### config.mk
export PLATFORM = sky130hd
export DESIGN_NAME = sqrt_iter_flat
export DESIGN_NICKNAME = d
export VERILOG_FILES = /design/src/rtl/sqrt_iter_if.sv /design/src/rtl/sqrt_iter.sv /design/src/flat_wrapper.sv
export SDC_FILE = /design/constraint.sdc
export NUM_CORES = 1
export LEC_CHECK = 0
export CAP_MARGIN = 5
export CORE_MARGIN = 2
export CORE_UTILIZATION = 47
export DETAILED_ROUTE_END_ITERATION = 10
export GPL_ROUTABILITY_DRIVEN = 0
export PLACE_DENSITY = 0.81
export SLEW_MARGIN = 20
export SYNTH_ARGS = -nofsm -noshare
export SYNTH_HDL_FRONTEND = slang
export SYNTH_SLANG_ARGS = --single-unit
export TNS_END_PERCENT = 30
### constraint.sdc
create_clock -name clk -period 2.2 [get_ports clk]
set_clock_uncertainty 0.2 [all_clocks]
set_input_delay 0.44 -clock clk [delete_from_list [all_inputs] [get_ports clk]]
set_output_delay 0.44 -clock clk [all_outputs]
set_load 0.005 [all_outputs]
### src/rtl/sqrt_iter_if.sv
// rtl/sqrt_iter_if.sv - request/result bundle for the iterative square root
interface sqrt_iter_if #(
  parameter int WIDTH = 8
);
  localparam int N = WIDTH / 2;

  logic           start;
  logic [WIDTH-1:0] rad;
  logic           busy;
  logic           valid;
  logic [N-1:0]   root;
  logic [N:0]     rem;

  modport master (output start, rad, input busy, valid, root, rem);
  modport slave  (input start, rad, output busy, valid, root, rem);
endinterface

### src/rtl/sqrt_iter.sv
// rtl/sqrt_iter.sv - digit-by-digit unsigned integer square root, one root bit per cycle
module sqrt_iter #(
  parameter int WIDTH = 8
) (
  input  logic      clk,
  input  logic      rst,
  sqrt_iter_if.slave bus
);
  localparam int N  = WIDTH / 2;
  localparam int CW = (N > 1) ? $clog2(N) : 1;
  localparam logic [CW-1:0] LAST = CW'(N - 1);

  typedef enum logic {IDLE, CALC} state_t;

  state_t           state_q;
  logic [WIDTH-1:0] x_q;
  logic [N-1:0]     q_q;
  logic [N-1:0]     ac_q;
  logic [CW-1:0]    i_q;
  logic             busy_q;
  logic             valid_q;
  logic [N-1:0]     root_q;
  logic [N:0]       rem_q;

  logic [N+1:0]     ac_shift_d;
  logic [N+1:0]     t_d;
  logic             t_neg_d;
  logic [N:0]       ac_d;
  logic [N-1:0]     q_d;

  // Partial remainder never exceeds 2*q, so N stored bits suffice; the
  // top bit of the trial subtraction doubles as its sign.
  always_comb begin
    ac_shift_d = {ac_q, x_q[WIDTH-1:WIDTH-2]};
    t_d        = ac_shift_d - {q_q, 2'b01};
    t_neg_d    = t_d[N+1];
    ac_d       = t_neg_d ? ac_shift_d[N:0] : t_d[N:0];
    q_d        = {q_q[N-2:0], ~t_neg_d};
  end

  always_ff @(posedge clk) begin
    if (rst) begin
      state_q <= IDLE;
      x_q     <= '0;
      q_q     <= '0;
      ac_q    <= '0;
      i_q     <= '0;
      busy_q  <= 1'b0;
      valid_q <= 1'b0;
      root_q  <= '0;
      rem_q   <= '0;
    end else begin
      valid_q <= 1'b0;
      case (state_q)
        IDLE: begin
          if (bus.start) begin
            x_q     <= bus.rad;
            q_q     <= '0;
            ac_q    <= '0;
            i_q     <= '0;
            busy_q  <= 1'b1;
            state_q <= CALC;
          end
        end
        CALC: begin
          x_q  <= {x_q[WIDTH-3:0], 2'b00};
          ac_q <= ac_d[N-1:0];
          q_q  <= q_d;
          i_q  <= i_q + 1'b1;
          if (i_q == LAST) begin
            root_q  <= q_d;
            rem_q   <= ac_d;
            valid_q <= 1'b1;
            busy_q  <= 1'b0;
            state_q <= IDLE;
          end
        end
        default: state_q <= IDLE;
      endcase
    end
  end

  assign bus.busy  = busy_q;
  assign bus.valid = valid_q;
  assign bus.root  = root_q;
  assign bus.rem   = rem_q;
endmodule

### src/flat_wrapper.sv
// flat-port wrapper written by rule: the top's interface ports become plain ports
module sqrt_iter_flat 
#(
  parameter int WIDTH = 8
)
  (clk, rst, bus_start, bus_rad, bus_busy, bus_valid, bus_root, bus_rem);
  sqrt_iter_if #(.WIDTH(WIDTH)) bus_i ();
  input  logic clk;
  input  logic rst;
  input wire logic [$bits(bus_i.start)-1:0] bus_start;
  input wire logic [$bits(bus_i.rad)-1:0] bus_rad;
  output wire logic [$bits(bus_i.busy)-1:0] bus_busy;
  output wire logic [$bits(bus_i.valid)-1:0] bus_valid;
  output wire logic [$bits(bus_i.root)-1:0] bus_root;
  output wire logic [$bits(bus_i.rem)-1:0] bus_rem;
  assign bus_i.start = bus_start;
  assign bus_i.rad = bus_rad;
  assign bus_busy = bus_i.busy;
  assign bus_valid = bus_i.valid;
  assign bus_root = bus_i.root;
  assign bus_rem = bus_i.rem;
  sqrt_iter #(.WIDTH(WIDTH)) u_core (.clk(clk), .rst(rst), .bus(bus_i));
endmodule
==> flow_metrics.env <==
export IMPL_hold_class="reg -> reg"
export IMPL_worst_ep_required_time_ns=2.25
export IMPL_synthesis_area_per_instance_um2=9.06
export IMPL_drc=0
export IMPL_cts_root_buffer_cell="clkbuf_4"
export IMPL_port_buffer_count=21
export IMPL_combPwrFrac_pct=28.8
export IMPL_timing_critical_path_from_type="flip-flop"
export IMPL_cap_viol_max_count=0
export IMPL_netlist_area_leader_share_pct=43.3
export IMPL_layout_setup_ws_ns=0.0703
export IMPL_synthCells=153
export IMPL_drt_wirelength_per_cell_um=13.2
export IMPL_die_area_um2=3400
export IMPL_worst_pin_slew_ns=0.511
export IMPL_hold_buffers=0
export IMPL_die_height_um=58.3
export IMPL_n_antenna_cell=0
export IMPL_crit_arrival_ns=2.18
export IMPL_fmax_ghz=0.470
export IMPL_cts_buffers=5
export IMPL_post_route_cells_drive_above_1_share_pct=13.8
export IMPL_worstHoldEndpoint="u_core.bus.rem[2]$_SDFFE_PP0P_"
export IMPL_dp_slack_ns=-0.00666
export IMPL_rsz0062_at_grt="true"
export IMPL_timing_setup_critical_path_class="reg -> reg"
export IMPL_io_pins=22
export IMPL_p_leak_nw=0.685
export IMPL_hold_depth=2
export IMPL_cell_area_after_layout_um2=1720
export IMPL_worstPathMaxFanout=7
export IMPL_postRouteWirelength_um=2800
export IMPL_power_density_nw_per_um2=720
export IMPL_globalRouteOverflowTotal=0
export IMPL_p_switching_mw=0.361
export IMPL_ff2ff_path_depth=7
export IMPL_start_util_pct=49.8
export IMPL_final_setup_viol_count=0
export IMPL_placeableCoreArea_um2=2780
export IMPL_run_status="completed"
export IMPL_finalCritPeriodShare_pct=96.8
export IMPL_intPower_mw=0.875
export IMPL_detailed_route_via_count=1119
export IMPL_clock_latency_ns=0.32
export IMPL_seq_area_frac_synth_pct=43.3
export IMPL_hold_ws_ns=0.249
export IMPL_dp_final_hpwl_um=2030
export IMPL_switching_share_pct=29.2
export IMPL_vdd_drop_max_v=0.000491
export IMPL_first_global_vias=1112
export IMPL_synth_area_um2=1390
export IMPL_totalNegativeSetupSlack_ns=0
export IMPL_synth_cell_types=33
export IMPL_die_span_in_x_um=58.3
export IMPL_critPathLaunch="u_core.q_q[2]$_SDFFE_PP0P_"
export IMPL_antenna_violations_before_repair=0
export IMPL_clk_pin_slew_ns=0.08
export IMPL_post_synth_main_area_contributors="dfxtp_1 (43%), mux2i_1 (8.7%), nor2_1 (6.2%)"
export IMPL_regToRegEndpoint="u_core.ac_q[1]$_SDFFE_PP0P_"
export IMPL_area_delta_synth_final_pct=23.8
export IMPL_drtAntennaViolNets=0
export IMPL_groute_usage_overall_pct=18.5
export IMPL_final_max_slew_violation_count=0
export IMPL_yosys_register_bits=30
export IMPL_synth_net_count=169
export IMPL_timing_final_crit_period_ns=2.13
export IMPL_synthesis_yosys_warnings=0
export IMPL_timing_final_hold_violations=0
export IMPL_regToRegSetupSlack_ns=0.07
export IMPL_holdCritStartpoint="u_core.bus.rem[2]$_SDFFE_PP0P_"
export IMPL_grt_first_pass_wirelength_um=4720
export IMPL_clock_tree_buffer_depth=2
export IMPL_dpl_cell_area_um2=1630
export IMPL_worst_slew_margin_rel_pct=65.9
export IMPL_level_count_of_the_clock_h_tree=2
export IMPL_finish_net_count=197
export IMPL_detailedRoute_firstIterationViolations=23
export IMPL_netlist_top_cell_by_area="dfxtp_1"
export IMPL_reg2reg_from="u_core.q_q[2]$_SDFFE_PP0P_"
export IMPL_floorplan_rows=19
export IMPL_layout_cells_most_common="dfxtp_1"
export IMPL_clock_sinks=30
export IMPL_total_power_mw=1.24
export IMPL_drt_first_pass_iters=4
export IMPL_grt_max_degree=23
export IMPL_final_cell_mix="dfxtp_1 (30), nor2_1 (23), clkdlybuf4s50_1 (21)"
export IMPL_crit_path_end_kind="flip-flop"
export IMPL_p_clk_share_pct=23.4
export IMPL_power_frac_seq_pct=47.7
export IMPL_route_detailed_vias_per_inst=5.28
export IMPL_tritoncts="built"
-- how the worst max path moves through the flow --
stage	slack [ns]	to
finish	0.07	u_core.ac_q[1]$_SDFFE_PP0P_
global route	-0.006	u_core.ac_q[1]$_SDFFE_PP0P_
CTS	0.06	u_core.ac_q[1]$_SDFFE_PP0P_
detailed placement	-0.007	u_core.ac_q[1]$_SDFFE_PP0P_
global placement	0.09	u_core.ac_q[1]$_SDFFE_PP0P_
floorplan	0.16	u_core.ac_q[1]$_SDFFE_PP0P_
-- power groups by stage --
| stage | Combinational, mW | Clock, mW | Sequential, mW |
|---|---|---|---|
| floorplan | 0.241 | 0 | 0.592 |
| global placement | 0.281 | 0 | 0.600 |
| detailed placement | 0.299 | 0 | 0.601 |
| CTS | 0.332 | 0.302 | 0.589 |
| global route | 0.386 | 0.330 | 0.594 |
| finish | 0.356 | 0.290 | 0.590 |
-- synth_stat cells --
| master | count |
|---|---|
| a22o_2 | 1 |
| ha_1 | 5 |
| or3_1 | 1 |
| o21ai_2 | 1 |
| nor3b_1 | 2 |
| o22ai_2 | 1 |
| mux2i_1 | 12 |
| xnor2_2 | 1 |
| a211oi_1 | 2 |
| clkbuf_8 | 2 |
| nand4_1 | 1 |
| a22oi_4 | 1 |
| xnor2_4 | 1 |
| inv_1 | 9 |
| o21a_1 | 1 |
| nor2_1 | 23 |
| xor2_1 | 2 |
| o21ai_0 | 3 |
| a21oi_1 | 15 |
| o21ai_1 | 6 |
| xnor2_1 | 2 |
| nor2b_1 | 1 |
| or2b_1 | 1 |
| dfxtp_1 | 30 |
| buf_2 | 1 |
| buf_1 | 1 |
| nand2b_1 | 1 |
| nand2_1 | 11 |
| nor3_2 | 1 |
| mux2_4 | 1 |
| clkbuf_1 | 5 |
| nand3_1 | 3 |
| nor3_1 | 5 |
-- sequential cells by signal (all words and copies together) (netlist names) --
name              count
u_core.bus.root       4
u_core.bus.busy       1
u_core.state_q        1
u_core.bus.rem        5
u_core.i_q            2
u_core.q_q            4
u_core.bus.valid      1
u_core.ac_q           4
u_core.x_q            8
-- metal layers --
metal / track usage, % / vias to the layer above / wire length (um)
met5: 0 / - / 0
met4: 8.64 / 0 / 61
met3: 7.03 / 6 / 169
met2: 31.3 / 35 / 1350
met1: 20.3 / 509 / 1220
li1: - / 569 / -
-- final cells by class --
type	instances	area, um2
clock buffers	7	45.0
fillers	236	1060
inverters	9	33.8
multi-input cells	105	717
flip-flops and latches	30	601
well taps	31	38.8
repair buffers	30	282
-- per-stage QoR --
stage | utilization (%) | std cells
after global routing | 61.7 | 212
final | 61.7 | 212
after floorplan | - | 153
after CTS | 60.9 | 212
after global placement | 58.4 | 202
after detailed placement | 58.4 | 202
-- worst max-delay path, stage by stage, from the launching register on --
cell and delay, ns:
dfxtp_1 0.34, inv_1 0.07, ha_1 0.23, nor3_2 0.25
a22oi_4 0.13, xnor2_4 0.33, mux2_4 0.35, o22ai_2 0.16
-- repair_timing --
item,in CTS,in global routing
resized for setup,0,4
pin swaps,1,2
buffers inserted,3,0
hold endpoints to repair,0,0
cloned,0,0
endpoints found under the setup margin,1,6
-- logic make-up after synthesis --
kind of cell | Yosys count | share of synthesized area, %
AOI/OAI and AO/OA | 31 | 14.1
xor gates and xnor gates | 6 | 5.69
adders and majority gates | 5 | 4.51
buffers and inverters | 18 | 6.41
DFF | 30 | 43.3
muxes | 13 | 9.75
and+or+nand+nor | 50 | 16.2
No activity file was read; power rests on OpenSTA's default activity.
